`config.mk`:
```
export PLATFORM = sky130hd
export DESIGN_NAME = dat_pattern_gen
export DESIGN_NICKNAME = d
export VERILOG_FILES = /design/src/rtl/dat_pattern_gen.sv
export SDC_FILE = /design/constraint.sdc
export NUM_CORES = 1
export LEC_CHECK = 0
export CAP_MARGIN = 20
export CORE_ASPECT_RATIO = 1.1
export CORE_UTILIZATION = 50
export CTS_BUF_LIST = sky130_fd_sc_hd__clkbuf_16
export CTS_CLUSTER_DIAMETER = 120
export DETAILED_ROUTE_END_ITERATION = 8
export PLACE_DENSITY = 0.84
export SYNTH_ARGS = -nofsm -noshare
export SYNTH_HDL_FRONTEND = slang
export SYNTH_SLANG_ARGS = --single-unit
```
`constraint.sdc`:
```
create_clock -name host_clk -period 4 [get_ports host_clk]
set_clock_uncertainty 0.15 [all_clocks]
set_input_delay 0.4 -clock host_clk [delete_from_list [all_inputs] [get_ports host_clk]]
set_output_delay 0.4 -clock host_clk [all_outputs]
set_load 0.03 [all_outputs]
```
`src/rtl/dat_pattern_gen.sv`:
```
// dat_pattern_gen: DAT-path stimulus generator. On start it latches a transfer
// configuration, writes word_cnt patterned words into the DAT Tx buffer (with
// tx_buf_full backpressure), holds DAT0 busy for busy_cycles, then pulses
// tx_data_init/done.
module dat_pattern_gen #(
  parameter int unsigned FIFO_WIDTH      = 32,
  parameter int unsigned WORD_CNT_WIDTH  = 8,
  parameter int unsigned BLOCK_SZ_WIDTH  = 12,
  parameter int unsigned BLOCK_CNT_WIDTH = 16,
  parameter int unsigned BUSY_CNT_WIDTH  = 8,
  parameter logic [FIFO_WIDTH-1:0] LFSR_TAPS = 32'h80200003
) (
  input  logic                       host_clk,
  input  logic                       rst,
  input  logic                       start,
  input  logic [1:0]                 mode,
  input  logic [FIFO_WIDTH-1:0]      seed,
  input  logic [WORD_CNT_WIDTH-1:0]  word_cnt,
  input  logic [BUSY_CNT_WIDTH-1:0]  busy_cycles,
  input  logic [BLOCK_SZ_WIDTH-1:0]  cfg_block_sz,
  input  logic [BLOCK_CNT_WIDTH-1:0] cfg_block_cnt,
  input  logic                       tx_buf_full,
  output logic                       tx_buf_wr_host,
  output logic [FIFO_WIDTH-1:0]      tx_buf_din_out,
  output logic [BLOCK_SZ_WIDTH-1:0]  block_sz,
  output logic [BLOCK_CNT_WIDTH-1:0] block_cnt,
  output logic                       dat0_out,
  output logic                       tx_data_init,
  output logic                       busy,
  output logic                       done
);

  typedef enum logic [2:0] {
    IDLE,
    FILL,
    GAP,
    HOLD,
    INIT
  } state_t;

  state_t state;
  state_t next_state;

  logic [1:0]                mode_q;
  logic [WORD_CNT_WIDTH-1:0] words_left;
  logic [BUSY_CNT_WIDTH-1:0] busy_left;
  logic                      accept;
  logic                      last_word;

  logic wr_d;
  logic dat0_d;
  logic init_d;
  logic busy_d;

  // First word of a transfer: walking-one always starts at bit 0, and a zero
  // LFSR seed would lock up so it is replaced by 1.
  function automatic logic [FIFO_WIDTH-1:0] first_word(
    input logic [1:0]            m,
    input logic [FIFO_WIDTH-1:0] s
  );
    case (m)
      2'd1:    first_word = FIFO_WIDTH'(1);
      2'd2:    first_word = (s == '0) ? FIFO_WIDTH'(1) : s;
      default: first_word = s;
    endcase
  endfunction

  // Successor of word w in pattern m.
  function automatic logic [FIFO_WIDTH-1:0] next_word(
    input logic [1:0]            m,
    input logic [FIFO_WIDTH-1:0] w
  );
    case (m)
      2'd0:    next_word = w + FIFO_WIDTH'(1);
      2'd1:    next_word = {w[FIFO_WIDTH-2:0], w[FIFO_WIDTH-1]};
      2'd2:    next_word = {w[FIFO_WIDTH-2:0], ^(w & LFSR_TAPS)};
      default: next_word = w;
    endcase
  endfunction

  assign accept    = (state == FILL) && tx_buf_wr_host && !tx_buf_full;
  assign last_word = accept && (words_left == WORD_CNT_WIDTH'(1));

  // State register plus registered control outputs.
  // Outputs are decoded from next_state and registered, so they line up with
  // the state they describe while still coming straight from flops.
  always_ff @(posedge host_clk) begin
    if (rst) begin
      state          <= IDLE;
      tx_buf_wr_host <= 1'b0;
      dat0_out       <= 1'b1;
      tx_data_init   <= 1'b0;
      done           <= 1'b0;
      busy           <= 1'b0;
    end else begin
      state          <= next_state;
      tx_buf_wr_host <= wr_d;
      dat0_out       <= dat0_d;
      tx_data_init   <= init_d;
      done           <= init_d;
      busy           <= busy_d;
    end
  end

  // Next-state logic.
  always_comb begin
    next_state = state;
    case (state)
      IDLE: begin
        if (start) begin
          if (word_cnt != '0)         next_state = FILL;
          else if (busy_cycles != '0) next_state = HOLD;
          else                        next_state = INIT;
        end
      end
      FILL: begin
        if (last_word) next_state = GAP;
      end
      GAP: begin
        if (busy_left != '0) next_state = HOLD;
        else                 next_state = INIT;
      end
      HOLD: begin
        if (busy_left == BUSY_CNT_WIDTH'(1)) next_state = INIT;
      end
      INIT: begin
        next_state = IDLE;
      end
      default: next_state = IDLE;
    endcase
  end

  // Output decode of the upcoming state.
  always_comb begin
    wr_d   = (next_state == FILL);
    dat0_d = (next_state != HOLD);
    init_d = (next_state == INIT);
    busy_d = (next_state != IDLE);
  end

  // Configuration latch, word/busy counters and pattern generation.
  always_ff @(posedge host_clk) begin
    if (rst) begin
      mode_q         <= '0;
      words_left     <= '0;
      busy_left      <= '0;
      tx_buf_din_out <= '0;
      block_sz       <= '0;
      block_cnt      <= '0;
    end else begin
      case (state)
        IDLE: begin
          if (start) begin
            mode_q         <= mode;
            words_left     <= word_cnt;
            busy_left      <= busy_cycles;
            block_sz       <= cfg_block_sz;
            block_cnt      <= cfg_block_cnt;
            tx_buf_din_out <= first_word(mode, seed);
          end
        end
        FILL: begin
          if (accept) begin
            words_left <= words_left - WORD_CNT_WIDTH'(1);
            if (!last_word) tx_buf_din_out <= next_word(mode_q, tx_buf_din_out);
          end
        end
        HOLD: begin
          busy_left <= busy_left - BUSY_CNT_WIDTH'(1);
        end
        default: ;
      endcase
    end
  end

endmodule

```
==> out/qor.yml, run 1 <==
status: "finished clean"
post-place-cells: 895
synth_commonest_cells: "nand2_1 (113), dfxtp_1 (85), a21oi_1 (63), nor2_1 (58), clkbuf_1 (37)"
switching_power_mw: 0.842
final.min_clock_period_ns: 3.09
startpoint: "tx_buf_din_out[0]"
start_util_pct: 52.0
portBuffers: 146
utilization_pct: 71.1
yosysTopAreaCell: "dfxtp_1"
critPathBufInv: 0
antenna_found_initial: 0
fill_cells: 798
p_comb_share_pct: 28.1
cts_setup_buffers: 0
clkLatencyLatePin_ns: 0.34
drc_errors: 0
drtPass1Iterations: 6
rows: 37
gr-usage-all-layers_pct: 32.6
rr_worst_depth: 7
die_w_microns: 96.5
synth_fp_nets: 761
finalMaxSlewViolations: 0
wire_per_inst_microns: 18.0
holdWs_ns: 0.306
netlist_area_sq_um: 4910
ys_types: 64
cts_root_buffer: "clkbuf_16"
grt_max_degree: 79
ant_nets: 0
htreeDepth: 3
cts.sinks: 85
power_leakage_nw: 2.39
yosys_warnings: 0
ys.flop_type: "dfxtp_1"
start_kind: "flip-flop"
grt_pass1_vias: 5625
dpl.hpwl_microns: 11300
fp.dieH_microns: 106
hold_viol: 0
synth_edf_count: 0
synthArstFlopShare_pct: 0
cts_tree: "done"
cp.arrival_ns: 3.13
area_delta_synth_final_pct: 36.7
crit_slowest_cell: "dfxtp_1"
yosysTopAreaCellShare_pct: 34.6
vias: 5820
slowest_delay_ns: 0.47
cts_resized: 0
whs_endpoint: "block_sz[0]"
hold_depth: 2
ys_seq_area_share_pct: 34.6
ir_drop_mv: 0.281
cp_cell_sequence: "ha_1, nand4_1, or2_0, nor3_1, mux2_2, a221oi_1, a211oi_1"
pwr-share-clk_pct: 32.1
antennaDiodeCount: 0
internal-power_mw: 1.70
slew_headroom_pct: 31.8
worstPathMaxFanout: 9
cts.clk_slew.worst_paths_ns: 0.07
final_area_sq_um: 6720
drv_cap: 0
dpl_cell_area_sq_um: 6420
hold_buffers: 0
synth_area_per_cell_sq_um: 7.36
min_period_over_period_pct: 77.3
timing.rr.start: "tx_buf_din_out[0]"
synth.top_cells.by_area: "dfxtp_1 (35%), nand2_1 (8.6%), a21oi_1 (6.4%)"
end_kind: "flip-flop"
viasPerCell: 6.39
tns_ns: 0
crit_type: "reg -> reg"
p_sw_share_pct: 33.2
gp_congestion: 0.994
grt-ovfl-total: 0
p_seq_share_pct: 39.8
wirelength_microns: 16400
r2r_setup_slack_ns: 0.91
clk_path_buf_depth: 2
cp.required_ns: 4.03
synth.most_common_cell: "nand2_1"
hp-class: "reg -> reg"
fin_nets: 883
fin_cells: 911
worst_pin_slew_ns: 1.02
synth_cells: 668
cts_buffers: 9
rsz0062_at_grt: "false"
cellPowerDensity_nw_per_um2: 378
core_sq_um: 9440
fmax_ghz: 0.323
drive_gt1_share_pct: 5.29
critPathTopFamily: "simple AND/OR/NAND/NOR gates"
grt_pass1_wl_microns: 26400
drt_first_iter_violations: 442
ys_seq_elements: 85
min_from: "block_sz[0]"
num_io_pins: 147
die-area_sq_um: 10200
setup_viol: 0
regToRegEndpoint: "tx_buf_din_out[20]"
worst max path at each step:
| stage | cells after the start | slack [ns] | end |
|---|---|---|---|
| after floorplan | 8 | 1.04 | tx_buf_din_out[31] |
| after global placement | 8 | 1.01 | tx_buf_din_out[11] |
| after CTS | 7 | 0.96 | tx_buf_din_out[20] |
| after detailed placement | 7 | 0.99 | tx_buf_din_out[20] |
| final | 7 | 0.91 | tx_buf_din_out[20] |
| after global routing | 7 | 0.72 | tx_buf_din_out[20] |
flip-flops by register name, summed over array words and instances, names as in the netlist:
signal / flops
mode_q: 2
busy: 1
block_sz: 12
busy_left: 8
words_left: 8
dat0_out: 1
tx_buf_wr_host: 1
block_cnt: 16
tx_buf_din_out: 32
done: 1
state: 3
layout make-up:
class	count	area [sq um]	area share, %
clock buffer	9	225	3.35
clock inverter	6	56.3	0.838
inverter	19	71.3	1.06
timing repair buffer	160	1570	23.4
tap	117	146	2.18
multi-input combinational	515	2950	43.9
sequential	85	1700	25.3
cells in the final DEF (no fill, tap or decap), drive strengths merged, types with 5 or more instances in the layout:
cell             n
nand2          113
dfxtp           85
o31ai            7
a32oi            7
and3             6
nor4            20
nor2            58
ha              11
a21oi           63
xnor2            9
o211ai           7
nand4           12
nor3            24
clkdlybuf4s50  145
a311oi           8
or2              5
o21ai           31
a221oi          15
clkbuf           9
inv             20
nand3           33
a31oi           10
a211oi          13
buf             15
metrics by stage:
step                setup WS (ns)  total power, mW
detailed placement          0.987             1.72
finish                      0.907             2.54
floorplan                    1.04             1.42
global route                0.723             2.65
CTS                         0.964             2.53
global placement             1.01             1.70
power by group through the flow:
stage | Clock, mW | Combinational, mW | Sequential [mW]
2_1_floorplan | 0 | 0.327 | 1.10
3_3_place_gp | 0 | 0.681 | 1.02
3_5_place_dp | 0 | 0.696 | 1.02
4_1_cts | 0.820 | 0.700 | 1.01
5_1_grt | 0.862 | 0.768 | 1.02
6_report | 0.814 | 0.714 | 1.01
layer usage:
metal  up-vias  global-route usage, %  part of all wire [%]
li1       2701                      -                     -
met1      2677                   39.8                    38
met2       368                   52.8                    48
met5         -                      0                     0
met4         0                   17.0                   3.8
met3        74                   7.37                    11
cell families after synthesis:
logic type	Yosys count	synth area share, %
AND/OR/NAND/NOR	299	28.9
AO/OA/AOI/OAI	191	25.5
flip-flops	85	34.6
buffers and inverters	68	5.58
XOR/XNOR	11	1.96
adder cells (fa/ha/maj)	11	2.80
multiplexers	3	0.662
worst reg2reg max path: cells and delay by family, from the launching register on:
| family | cells | cell delay [ns] |
|---|---|---|
| mux | 1 | 0.38 |
| fa+ha+maj | 1 | 0.28 |
| compound gates | 2 | 0.40 |
| flops | 1 | 0.47 |
| simple gates | 3 | 1.26 |
No activity file was read; power rests on OpenSTA's default activity.
==> inputs of run 2 (changes only) <==
CORE_UTILIZATION = 43   (was 50)
PLACE_DENSITY = 0.77   (was 0.84)
clock period = 2.5 ns   (was 4 ns; I/O delays follow)
==> out/qor.yml, run 2 (synthesized netlist as in run 1, its figures left out) <==
regToRegEndpoint: "tx_buf_din_out[31]"
multi_input_area_sq_um: 3010  # +2.2%
portBuffers: 146  # unchanged
wire_per_inst_microns: 17.4  # -3.2%
cp.required_ns: 2.65  # -1.38 ns
cts_setup_buffers: 0  # unchanged
hp-class: "in -> reg"
drtPass1Iterations: 5  # -1
antenna_found_initial: 0  # unchanged
timing.rr.start: "tx_buf_din_out[15]"
drive_gt1_share_pct: 17.1  # +12 points
top_regs: "tx_buf_din_out: 32 flops, block_cnt: 16 flops, block_sz: 12 flops"
tns_ns: 0  # unchanged
hold_viol: 0  # unchanged
viasPerCell: 5.94  # -7.1%
seq_area_sq_um: 1740  # +2.2%
gp_congestion: 0.995  # +0.13%
fp.dieH_microns: 114  # +7.7%
grt_pass1_wl_microns: 28600  # +8.5%
grt_max_degree: 53  # -33%
start_kind: "flip-flop"
drc_errors: 0  # unchanged
drt_first_iter_violations: 435  # -1.6%
num_io_pins: 147  # unchanged
ant_nets: 0  # unchanged
startpoint: "tx_buf_din_out[15]"
final.min_clock_period_ns: 2.45  # -0.639 ns
ir_drop_mv: 0.440  # +57%
rr_worst_depth: 6  # -1
cts_buffers: 9  # unchanged
slew_headroom_pct: 55.2  # +23 points
die_w_microns: 104  # +7.7%
setup_viol: 0  # unchanged
final_cell_mix: "clkdlybuf4s50_1 (145), nand2_1 (113), buf_4 (89), dfxtp_1 (69), a21oi_1 (61)"
cts.clk_slew.worst_paths_ns: 0.07  # about the same
worst_pin_slew_ns: 0.668  # -0.354 ns
status: "finished clean"
holdWs_ns: 0.300  # -0.00600 ns
fill_cells: 918  # +15%
worstPathMaxFanout: 5  # -4
wirelength_microns: 17700  # +8.3%
clkLatencyLatePin_ns: 0.35  # about the same
antennaDiodeCount: 0  # unchanged
endpoint: "tx_buf_din_out[31]"
power_leakage_nw: 2.82  # +18%
cellPowerDensity_nw_per_um2: 581  # +54%
die-area_sq_um: 11900  # +16%
r2r_setup_slack_ns: 0.05  # -0.86 ns
cts.sinks: 85  # unchanged
clk_path_buf_depth: 2  # unchanged
largest_reg_flops: 32  # unchanged
final_common_cell: "clkdlybuf4s50_1"
vias: 6048  # +3.9%
fin_nets: 960  # +8.7%
cts_tree: "done"
rows: 40  # +8.1%
grt-ovfl-total: 0  # unchanged
area_delta_synth_final_pct: 52.3
drv_cap: 0  # unchanged
fmax_ghz: 0.407  # +26%
core_sq_um: 11000  # +17%
largest_register: "tx_buf_din_out"
total_power_mw: 4.35  # +71%
grt_pass1_vias: 5954  # +5.8%
end_kind: "flip-flop"
htreeDepth: 3  # unchanged
start_util_pct: 44.6  # -7.4 points
cp.arrival_ns: 2.60  # -0.53 ns
gr-usage-all-layers_pct: 29.9  # -2.7 points
dpl.hpwl_microns: 12900  # +14%
hold_buffers: 0  # unchanged
crit_type: "reg -> reg"
finalMaxSlewViolations: 0  # unchanged
cts_root_buffer: "clkbuf_16"
min_period_over_period_pct: 98.2  # +21 points
## run 2: cell types whose count changed in the layout (fill, tap and decap cells not counted), moves of 3 or more
cell	change
dfxtp_2	+9
inv_8	+3
dfxtp_4	+7
dfxtp_1	-16
buf_4	+76
## run 2: stage by stage
step / worst slack, ns / cells / area (sq um) / util [%]
6_report: 0.0457 / 1019 / 7480 / 68.0
3_3_place_gp: -0.311 / 1003 / 7130 / 64.7
4_1_cts: 0.00765 / 1019 / 7440 / 67.6
2_1_floorplan: -0.0682 / 668 / 5010 / -
5_1_grt: -0.00664 / 1019 / 7480 / 68.0
3_5_place_dp: -0.375 / 1003 / 7130 / 64.7
## run 2: timing repair
item / 4_1_cts / 5_1_grt
endpoints found under the hold margin: 0 / 0
endpoints found under the setup margin: 0 / 20
gates resized for setup: 0 / 11
## run 2: area by class of cell
| class | count | area share (%) |
|---|---|---|
| Tap cell | 147 | 2.46 |
| Sequential cell | 85 | 23.2 |
| Inverter | 19 | 0.953 |
| Clock inverter | 7 | 1.14 |
| Multi-Input combinational cell | 515 | 40.3 |
| Clock buffer | 9 | 3.01 |
| Timing Repair Buffer | 237 | 28.9 |
## run 2: per-layer routing
| metal | up-vias | GRT usage, % | share of wire, % |
|---|---|---|---|
| met5 | - | 0 | 0 |
| met1 | 2779 | 34.7 | 38 |
| met3 | 54 | 7.00 | 10 |
| li1 | 2847 | - | - |
| met4 | 0 | 16.0 | 3.5 |
| met2 | 368 | 51.4 | 48 |
## run 2: where the power goes
group	internal [mW]	leakage, nW	switching, mW	total [mW]
logic	0.598	1.95	0.731	1.33
registers	1.47	0.706	0.118	1.59
clock network	0.801	0.157	0.633	1.43
total	2.87	2.82	1.48	4.35
## run 2: worst min path at each step
| stage | endpoint | startpoint | cells after the start |
|---|---|---|---|
| 2_1_floorplan | state[1] | rst | 1 |
| 3_5_place_dp | block_cnt[12] | block_cnt[12] | 2 |
| 5_1_grt | block_sz[2] | cfg_block_sz[2] | 3 |
| 3_3_place_gp | block_sz[6] | block_sz[6] | 2 |
| 4_1_cts | block_cnt[9] | cfg_block_cnt[9] | 3 |
| 6_report | block_cnt[9] | cfg_block_cnt[9] | 3 |
## run 2: critical path, stage by stage, from the launching register on
cell,delay [ns]
dfxtp_4,0.38
inv_1,0.09
or4_4,0.58
or4_4,0.50
or4_1,0.44
a21oi_2,0.16
o21ba_1,0.12
